$ cat config.mk
export PLATFORM = sky130hd
export DESIGN_NAME = button_ctrl
export DESIGN_NICKNAME = d
export VERILOG_FILES = /design/src/rtl/button_ctrl.sv
export SDC_FILE = /design/constraint.sdc
export NUM_CORES = 1
export LEC_CHECK = 0
export ABC_CLOCK_PERIOD_IN_PS = 2750
export CORE_MARGIN = 5
export CORE_UTILIZATION = 40
export CTS_CLUSTER_DIAMETER = 100
export CTS_CLUSTER_SIZE = 8
export DETAILED_ROUTE_END_ITERATION = 8
export PLACE_DENSITY = 0.62
export SLEW_MARGIN = 20
export SYNTH_ARGS = -nofsm -noshare
export SYNTH_HDL_FRONTEND = slang
export SYNTH_SLANG_ARGS = --single-unit
$ cat constraint.sdc
create_clock -name clk -period 2.75 [get_ports clk]
set_clock_uncertainty 0.1 [all_clocks]
set_input_delay 0.275 -clock clk [delete_from_list [all_inputs] [get_ports clk]]
set_output_delay 0.275 -clock clk [all_outputs]
set_load 0.02 [all_outputs]
$ cat src/rtl/button_ctrl.sv
// Multi-channel push-button controller: sync, debounce, press/release/long-press pulses,
// per-channel toggle latch and an up/down LED event counter. The release pulse output is
// named release_ev because "release" is a reserved word in SystemVerilog.
module button_ctrl #(
  parameter int unsigned N_BUTTONS       = 2,
  parameter bit          ACTIVE_LOW      = 1'b1,
  parameter int unsigned DEBOUNCE_CYCLES = 1000000,
  parameter int unsigned LONG_CYCLES     = 100000000,
  parameter int unsigned LED_WIDTH       = 4
) (
  input  logic                 clk,
  input  logic                 rst,
  input  logic [N_BUTTONS-1:0] buttons,
  output logic [N_BUTTONS-1:0] pressed,
  output logic [N_BUTTONS-1:0] press,
  output logic [N_BUTTONS-1:0] release_ev,
  output logic [N_BUTTONS-1:0] long_press,
  output logic [N_BUTTONS-1:0] toggle,
  output logic [LED_WIDTH-1:0] led
);

  localparam int unsigned DcW    = $clog2(DEBOUNCE_CYCLES);
  localparam int unsigned HcW    = $clog2(LONG_CYCLES) + 1;
  localparam int unsigned DecIdx = (N_BUTTONS > 1) ? 1 : 0;
  localparam logic [DcW-1:0] DcMax = DcW'(DEBOUNCE_CYCLES - 1);
  localparam logic [HcW-1:0] HcMax = HcW'(LONG_CYCLES);

  logic [N_BUTTONS-1:0] raw, sync1, sync2;
  logic [N_BUTTONS-1:0] pressed_d, press_d, release_d, long_d, toggle_d;
  logic [N_BUTTONS-1:0] fired_q, fired_d;
  logic [DcW-1:0]       dc_q [N_BUTTONS];
  logic [DcW-1:0]       dc_d [N_BUTTONS];
  logic [HcW-1:0]       hc_q [N_BUTTONS];
  logic [HcW-1:0]       hc_d [N_BUTTONS];
  logic [LED_WIDTH-1:0] led_d;
  logic                 inc, dec;

  assign raw = ACTIVE_LOW ? ~buttons : buttons;

  always_comb begin
    pressed_d = pressed;
    long_d    = '0;
    fired_d   = fired_q;
    for (int unsigned i = 0; i < N_BUTTONS; i++) begin
      dc_d[i] = '0;
      hc_d[i] = hc_q[i];
      if (sync2[i] != pressed[i]) begin
        if (dc_q[i] == DcMax) pressed_d[i] = sync2[i];
        else                  dc_d[i] = dc_q[i] + DcW'(1);
      end
      if (!pressed_d[i]) begin
        hc_d[i]    = '0;
        fired_d[i] = 1'b0;
      end else if (!pressed[i]) begin
        hc_d[i] = HcW'(1);
      end else if (hc_q[i] != HcMax) begin
        hc_d[i] = hc_q[i] + HcW'(1);
      end
      // fired_q limits the pulse to once per press while hc sits saturated
      long_d[i] = pressed[i] && pressed_d[i] && (hc_q[i] == HcMax) && !fired_q[i];
      if (long_d[i]) fired_d[i] = 1'b1;
    end
  end

  assign press_d   = pressed_d & ~pressed;
  assign release_d = ~pressed_d & pressed;
  assign toggle_d  = toggle ^ press_d;

  assign inc = press[0];
  assign dec = (N_BUTTONS > 1) && press[DecIdx];

  always_comb begin
    led_d = led;
    if (|long_press)       led_d = '0;
    else if (inc && !dec)  led_d = led + LED_WIDTH'(1);
    else if (dec && !inc)  led_d = led - LED_WIDTH'(1);
  end

  always_ff @(posedge clk or negedge rst) begin
    if (!rst) begin
      sync1      <= '0;
      sync2      <= '0;
      pressed    <= '0;
      press      <= '0;
      release_ev <= '0;
      long_press <= '0;
      toggle     <= '0;
      fired_q    <= '0;
      led        <= '0;
      for (int unsigned i = 0; i < N_BUTTONS; i++) begin
        dc_q[i] <= '0;
        hc_q[i] <= '0;
      end
    end else begin
      sync1      <= raw;
      sync2      <= sync1;
      pressed    <= pressed_d;
      press      <= press_d;
      release_ev <= release_d;
      long_press <= long_d;
      toggle     <= toggle_d;
      fired_q    <= fired_d;
      led        <= led_d;
      for (int unsigned i = 0; i < N_BUTTONS; i++) begin
        dc_q[i] <= dc_d[i];
        hc_q[i] <= hc_d[i];
      end
    end
  end

endmodule

After elaboration in Yosys (flattened, before gate mapping)
Index checks and enable logic that the tools add are counted.
{ "totals": {"input_bits": 4, "output_inout_bits": 14, "elab_cells": 73, "regBits": 116} }
{ "op_classes": {"n_reduce_logical": 14, "mux": 21, "eq_ne": 12, "n_addsub": 6, "bitwise_logic": 6} }
{ "op_table": {"columns": ["op", "count"], "rows": [
  ["2-to-1 mux 28 bit", 6],
  ["2-to-1 mux 20 bit", 4],
  ["adder 28 x 1 -> 28 bit, second input constant", 2],
  ["== test 28 x 27 -> 1 bit, second input constant", 2],
  ["inequality test 28 x 27 -> 1 bit, second input constant", 2],
  ["adder 20 x 1 -> 20 bit, second input constant", 2],
  ["== test 20 bit, second input constant", 2],
  ["2-to-1 mux 4 bit", 3],
  ["logical AND 1 bit", 8],
  ["2-to-1 mux 1 bit", 8],
  ["inequality test 3 x 2 -> 1 bit, second input constant", 2],
  ["NOT 2 bit", 3],
  ["adder 4 x 1 -> 4 bit, second input constant", 1],
  ["AND 2 bit", 2],
  ["logical NOT 1 bit", 4],
  ["inequality test 2 x 1 -> 1 bit, second input constant", 2],
  ["subtractor 4 x 1 -> 4 bit, second input constant", 1],
  ["nonzero test 3 bit", 1],
  ["inequality test 1 bit", 2],
  ["OR reduction 2 bit", 1],
  ["bitwise XOR 2 bit", 1]
]} }

Depth between registers and ports, before layout
Gate-level depths: netlist of the first run.
{ "depth": {"ltp_word": 7, "ltp_mapped": 9, "ltp_nobuf": 9} }

Least setup slack after synthesis of the first run
OpenSTA, ideal clock, no wires.
{ "synth_path": {"kind": "register to register", "startpoint": "reg press[1]", "endpoint": "reg led[3]", "setup_slack_ns": 0.614, "required_ns": 2.556, "t_arrival_ns": 1.942, "stages_incl_launch_ff": 10, "setup_time_ns": 0.094, "synth_period_minus_slack_ns": 2.136, "cell_sequence": "dfrtp_1 -> inv_1 -> ha_1 -> inv_1 -> ha_1 -> a21o_1 -> a21oi_1 -> xnor2_1 -> or3_1 -> a211oi_1"} }
{ "synth_via": {"elab_chain_cells": 4, "elab_cells_between_ends": 6, "cone_classes": "mux (2); reduce/logical (4)"} }
{ "synth_rtl": {"columns": ["item", "line_no", "rtl"], "rows": [
  ["from (decl)", "15", "output logic [N_BUTTONS-1:0] press,"],
  ["from (signal assigned)", "98", "press <= press_d;"],
  ["logical NOT 1 bit", "75", "else if (inc && !dec) led_d = led + LED_WIDTH'(1);"],
  ["logical AND 1 bit", "75", null],
  ["2-to-1 mux 4 bit", "75", null],
  ["2-to-1 mux 4 bit", "74", "if (|long_press) led_d = '0;"],
  ["to (signal assigned)", "103", "led <= led_d;"],
  ["to (decl)", "19", "output logic [LED_WIDTH-1:0] led"]
]} }
Several ways; a longest one is shown, not always the timed one.
A chain may end at the register's enable or synchronous reset.

==> metrics.txt, run 1 <==
Core Region=~14000 µm²; Worst EP required=2.92 ns; Design Power=0.00378 W; Syn Nets=585; relative slew slack=0.448; RSZ-0062 raised after global routing=no; Arr. time, crit path=2.36 ns; I/O Pins=18; Worst-path clk slew=around 0.05 ns; Fmax achieved=456 MHz; initial antenna violation count=0; Vias=4063; Worst-Skew Late Latency=slightly above 0.4 ns; largest net degree at the start of global routing=70; register area share after synthesis=0.502; Setup Buffers After CTS=0; Critical Path End Type=flip-flop; Port Buffers=17; num rows=44; Starting DRT DRC Count=171; fraction of synthesized area in multiplexers=0.00541; H-tree Lvls=4; Final Net Count=618; GRT Util Overall=0.142; count leader, synth=dfrtp_1; Synth top area share=0.502; main combinational cell family by area after synthesis=simple AND/OR/NAND/NOR gates; Synth Warn #=0; Sink Count=116; Vias per Instance=5.08; Tmin final=between 2 and 2.5 ns; Max VDD drop=0.397 mV; Die W=130 µm; XOR/XNOR Fraction of Synth Area=0.141; Max Cap Viol=0; Post-synth ARST share=1.00; Hold WS=0.237 ns; Pleak=around 2.8 nW; Num CTS Buffers=17; fraction of layout instances using a drive strength above 1=0.0974; synthesized area per cell=a little over 10 µm²; Worst Tran Pin Value=0.828 ns; EDFF count, synth=0; FF+latch count, synth=116; Final setup viols=0; Synth top cells by count=dfrtp_1, nor2_1, xor2_1; post-synthesis compound-gate area fraction=0.0221; Post-route DRC=0; GR Overflow Total=0; routed wire length=roughly 11000 µm; Setup Crit Path Kind=reg2reg; fin crit share=0.798; mapped cell area=5780 µm²; number of global-route vias before repair=4074; CTS tree=done; ant diodes=0; DR WL/cell=13.3 µm; simple-gate share of the synthesized area=0.283; Worst Setup Start Kind=flip-flop; top post-synthesis cells by area=dfrtp_1, xor2_1, nor2_1; # fillers=1352; Post-DP HPWL=7270 µm; Max Fanout on Critical Path=19; Adder-Cell Fraction of Synth Area=0.0230; die area=16900 µm²; Cells after Synth=571; Slew Limit Fails=0; top_reg_cell synth=dfrtp_1; status=finished clean; P&R area growth vs syn=16.0%; chip height=130 µm; PwrDens=564 nW/µm²; design area=6700 µm²; drt first pass iters=4; Routed Antenna Nets=0; Resized cells post-CTS=0; Routability Congestion=0.823; setup_tns=0 ns; placed instance area=6160 µm²; Initial Util=0.402; endpoints failing hold=0; hold_buf cts=1; area leader, netlist=dfrtp_1; Root Driver=clkbuf_16; worst hold path class=in2reg; Clock Tree Buf Depth=2; first-pass GRT wire length=19300 µm; Distinct cells, synth=49
==> worst paths after layout <==
path	start	to	slack, ns	cells past startpoint
max	dc_q[26]	dc_q[37]	0.56	5
min	buttons[0]	sync1[0]	0.24	2
max reg2reg	dc_q[26]	dc_q[37]	0.56	5
min reg2reg	sync1[1]	sync2[1]	0.25	0
max in group asynchronous	rst	hc_q[12]	1.38	3
min in group asynchronous	rst	hc_q[45]	0.42	2
==> metal layers <==
metal	vias to the layer above	global-route usage	wire length [µm]
li1	2025	-	-
met1	1956	0.187	5020
met2	62	0.219	5020
met3	20	0.0401	404
met4	0	0.0648	219
met5	-	0	0
==> state kept, by name, summed over array words and instances, names as in the netlist <==
signal      flops
hc_q           56
toggle          2
sync1           2
dc_q           40
fired_q         2
press           2
release_ev      2
led             4
pressed         2
long_press      2
sync2           2
==> per-stage QoR <==
| step | util | std cells | setup slack, ns |
|---|---|---|---|
| floorplan | - | 571 | 0.614 |
| global placement | 0.428 | 768 | 0.607 |
| detailed placement | 0.428 | 768 | 0.545 |
| CTS | 0.466 | 800 | 0.526 |
| global route | 0.466 | 800 | 0.308 |
| finish | 0.466 | 800 | 0.557 |
==> layout by cell type, fill, tap and decap left out, types with 4 or more instances in the layout <==
cell	Yosys	layout
dfrtp_1	116	116
nor2_1	114	114
xor2_1	58	58
nand3_1	37	37
xnor2_1	35	35
nand2_1	29	29
nand4_1	27	27
and3_1	20	20
inv_1	17	17
clkbuf_16	0	17
clkdlybuf4s50_1	0	16
nor3_1	14	14
ha_1	9	9
nor4_1	8	8
a21oi_1	8	8
buf_4	7	8
and4_1	7	7
clkinv_2	0	7
nor4b_1	5	5
nor3_2	4	4
nand3b_1	4	4
or3_1	4	4
==> report_power, final <==
part | internal (W) | total (W) | switching (W) | leakage (nW)
Combinational | 0.0000179 | 0.0000681 | 0.0000502 | 0.917
Sequential | 0.00172 | 0.00173 | 0.00000934 | 1.61
Clock | 0.00124 | 0.00198 | 0.000739 | 0.261
Total | 0.00298 | 0.00378 | 0.000799 | 2.78
==> final cells by class <==
type,instances,area [µm²],share of cell area
clock inverter,11,87.6,0.0131
multi-input combinational,427,2740,0.409
inverter,17,63.8,0.00952
tap,184,230,0.0344
sequential,116,2900,0.433
timing repair buffer,25,230,0.0344
clock buffer,20,447,0.0667
==> worst max-delay path, cell delays in order (launching register included) <==
cell	delay, ns
dfrtp_1	0.43
nor2_1	0.16
nor4b_1	0.46
nand4_4	0.22
nand2_1	0.53
nor2_1	0.13
==> kinds of logic (layout without fill, tap and decap cells) <==
kind of cell               after synthesis  after routing
AOI/OAI and AO/OA                       19             19
xor gates and xnor gates                93             93
adders and majority gates               10             10
buffers and inverters                   28             73
DFF                                    116            116
muxes                                    3              3
and+or+nand+nor                        302            302
Note: power is estimated with default switching activity, not from simulation.
==> run 2: changes to the inputs <==
Settings changed: ABC_CLOCK_PERIOD_IN_PS 2750 to 2250.
Clock period 2.75 ns to 2.25 ns, I/O delays scaled along.
==> metrics.txt, run 2 (synthesis gave the netlist of run 1 again) <==
status=finished clean; CTS tree=done; Max Fanout on Critical Path=3; num rows=44; ant diodes=0; H-tree Lvls=4; Final setup viols=0; Starting DRT DRC Count=~130; Largest Register=hc_q; Worst Tran Pin Value=~0.56 ns; Fmax achieved=477 MHz; Routed Antenna Nets=0; I/O Pins=18; met2 usage=0.218; RSZ-0062 raised after global routing=no; number of global-route vias before repair=4157; initial antenna violation count=0; Clock Tree Buf Depth=2; Vias per Instance=5.17; routed wire length=around 11000 µm; die area=~17000 µm²; relative slew slack=0.625; Max VDD drop=0.508 mV; P&R area growth vs syn=18.6%; commonest non-fill, non-tap cell in the layout=dfrtp_1; max reg flops=56; R2R setup slack=0.15 ns; GRT Util Overall=0.141; chip height=130 µm; Worst-Skew Late Latency=0.41 ns; worst hold path class=in2reg; DR WL/cell=13.4 µm; first-pass GRT wire length=19200 µm; PwrDens=706 nW/µm²; Hold WS=0.195 ns; Post-route DRC=0; Layout Cells excl Fill=between 800 and 900; GR peak layer=met2; Design Power=0.00484 W; design area=6850 µm²; Hold EP=sync1[1]; Max Cap Viol=0; Initial Util=0.402; Worst R2R Start=press[1]; Hold Crit Start=buttons[1]; Largest regs=hc_q (56), dc_q (40), led (4); met3 Usage GRT=0.0372; setup_tns=0 ns; GR Overflow Total=0; largest net degree at the start of global routing=58; fin crit share=0.932; RR Endpoint=led[3]; Slew Limit Fails=0; endpoints failing hold=0; fraction of layout instances using a drive strength above 1=0.105; Post-DP HPWL=7470 µm; Routability Congestion=0.837; Num CTS Buffers=17; met1 Use GR=0.189; leading cell types in the layout, fill and taps excluded=dfrtp_1, nor2_1, xor2_1; Worst Setup Start Kind=flip-flop; Cells after DPL=773; Worst EP required=2.47 ns; R2R depth=9; Tmin final=2.10 ns; Vias=4153; WHS Path Cells=2; Arr. time, crit path=about 2.3 ns; Final Net Count=between 600 and 700; Setup Crit Path Kind=reg2reg; Worst-path clk slew=0.05 ns; Die W=130 µm; Root Driver=clkbuf_16; Core Region=14400 µm²; Port Buffers=17; Sink Count=roughly 120; Critical Path End Type=flip-flop; placed instance area=6230 µm²; Pleak=2.86 nW; drt first pass iters=4
-- run 2: how the worst max path moves through the flow --
stage | from | cells past startpoint | to | slack [ns]
finish | press[1] | 9 | led[3] | 0.15
global route | press[1] | 9 | led[3] | 0.007
CTS | press[1] | 9 | led[3] | 0.07
detailed placement | press[1] | 9 | led[3] | 0.05
global placement | press[1] | 9 | led[3] | 0.19
floorplan | press[1] | 9 | led[3] | 0.11
-- run 2: per-stage QoR --
stage | setup WS, ns | utilization
2_1_floorplan | 0.114 | -
3_3_place_gp | 0.188 | 0.434
3_5_place_dp | 0.0461 | 0.434
4_1_cts | 0.0676 | 0.475
5_1_grt | 0.00692 | 0.477
6_report | 0.153 | 0.477
-- run 2: per-layer routing --
metal	part of all wire	vias to the layer above
met1	0.47	2046
met5	0	-
met2	0.48	56
met4	0.015	0
li1	-	2037
met3	0.037	14
-- run 2: power by group --
| group | internal (W) | switching [W] |
|---|---|---|
| Sequential | 0.00210 | 0.0000124 |
| Clock | 0.00180 | 0.000833 |
| Combinational | 0.0000236 | 0.0000619 |
| Total | 0.00393 | 0.000908 |
-- run 2: worst max-delay path, stage by stage (launching register included) --
cell and delay (ns):
dfrtp_1 0.37, inv_1 0.09, ha_4 0.15, inv_1 0.06, ha_1 0.28, a21o_1 0.19, a21oi_2 0.14, xnor2_1 0.09
or3_1 0.33, a211oi_2 0.21
-- run 2: cell type report --
| cell class | instances | area, µm² |
|---|---|---|
| sequential | 116 | 2900 |
| tap | 184 | 230 |
| inverter | 17 | 63.8 |
| fill | 1332 | 7520 |
| timing repair buffer | 30 | 305 |
| multi-input combinational | 427 | 2770 |
| clock inverter | 5 | 100 |
| clock buffer | 24 | 482 |
-- run 2: repair_timing --
item	CTS	global route
endpoints found under the setup margin	0	5
resized for setup	0	6
endpoints found under the hold margin	33	0
hold buffers	1	0
buffers inserted	0	0
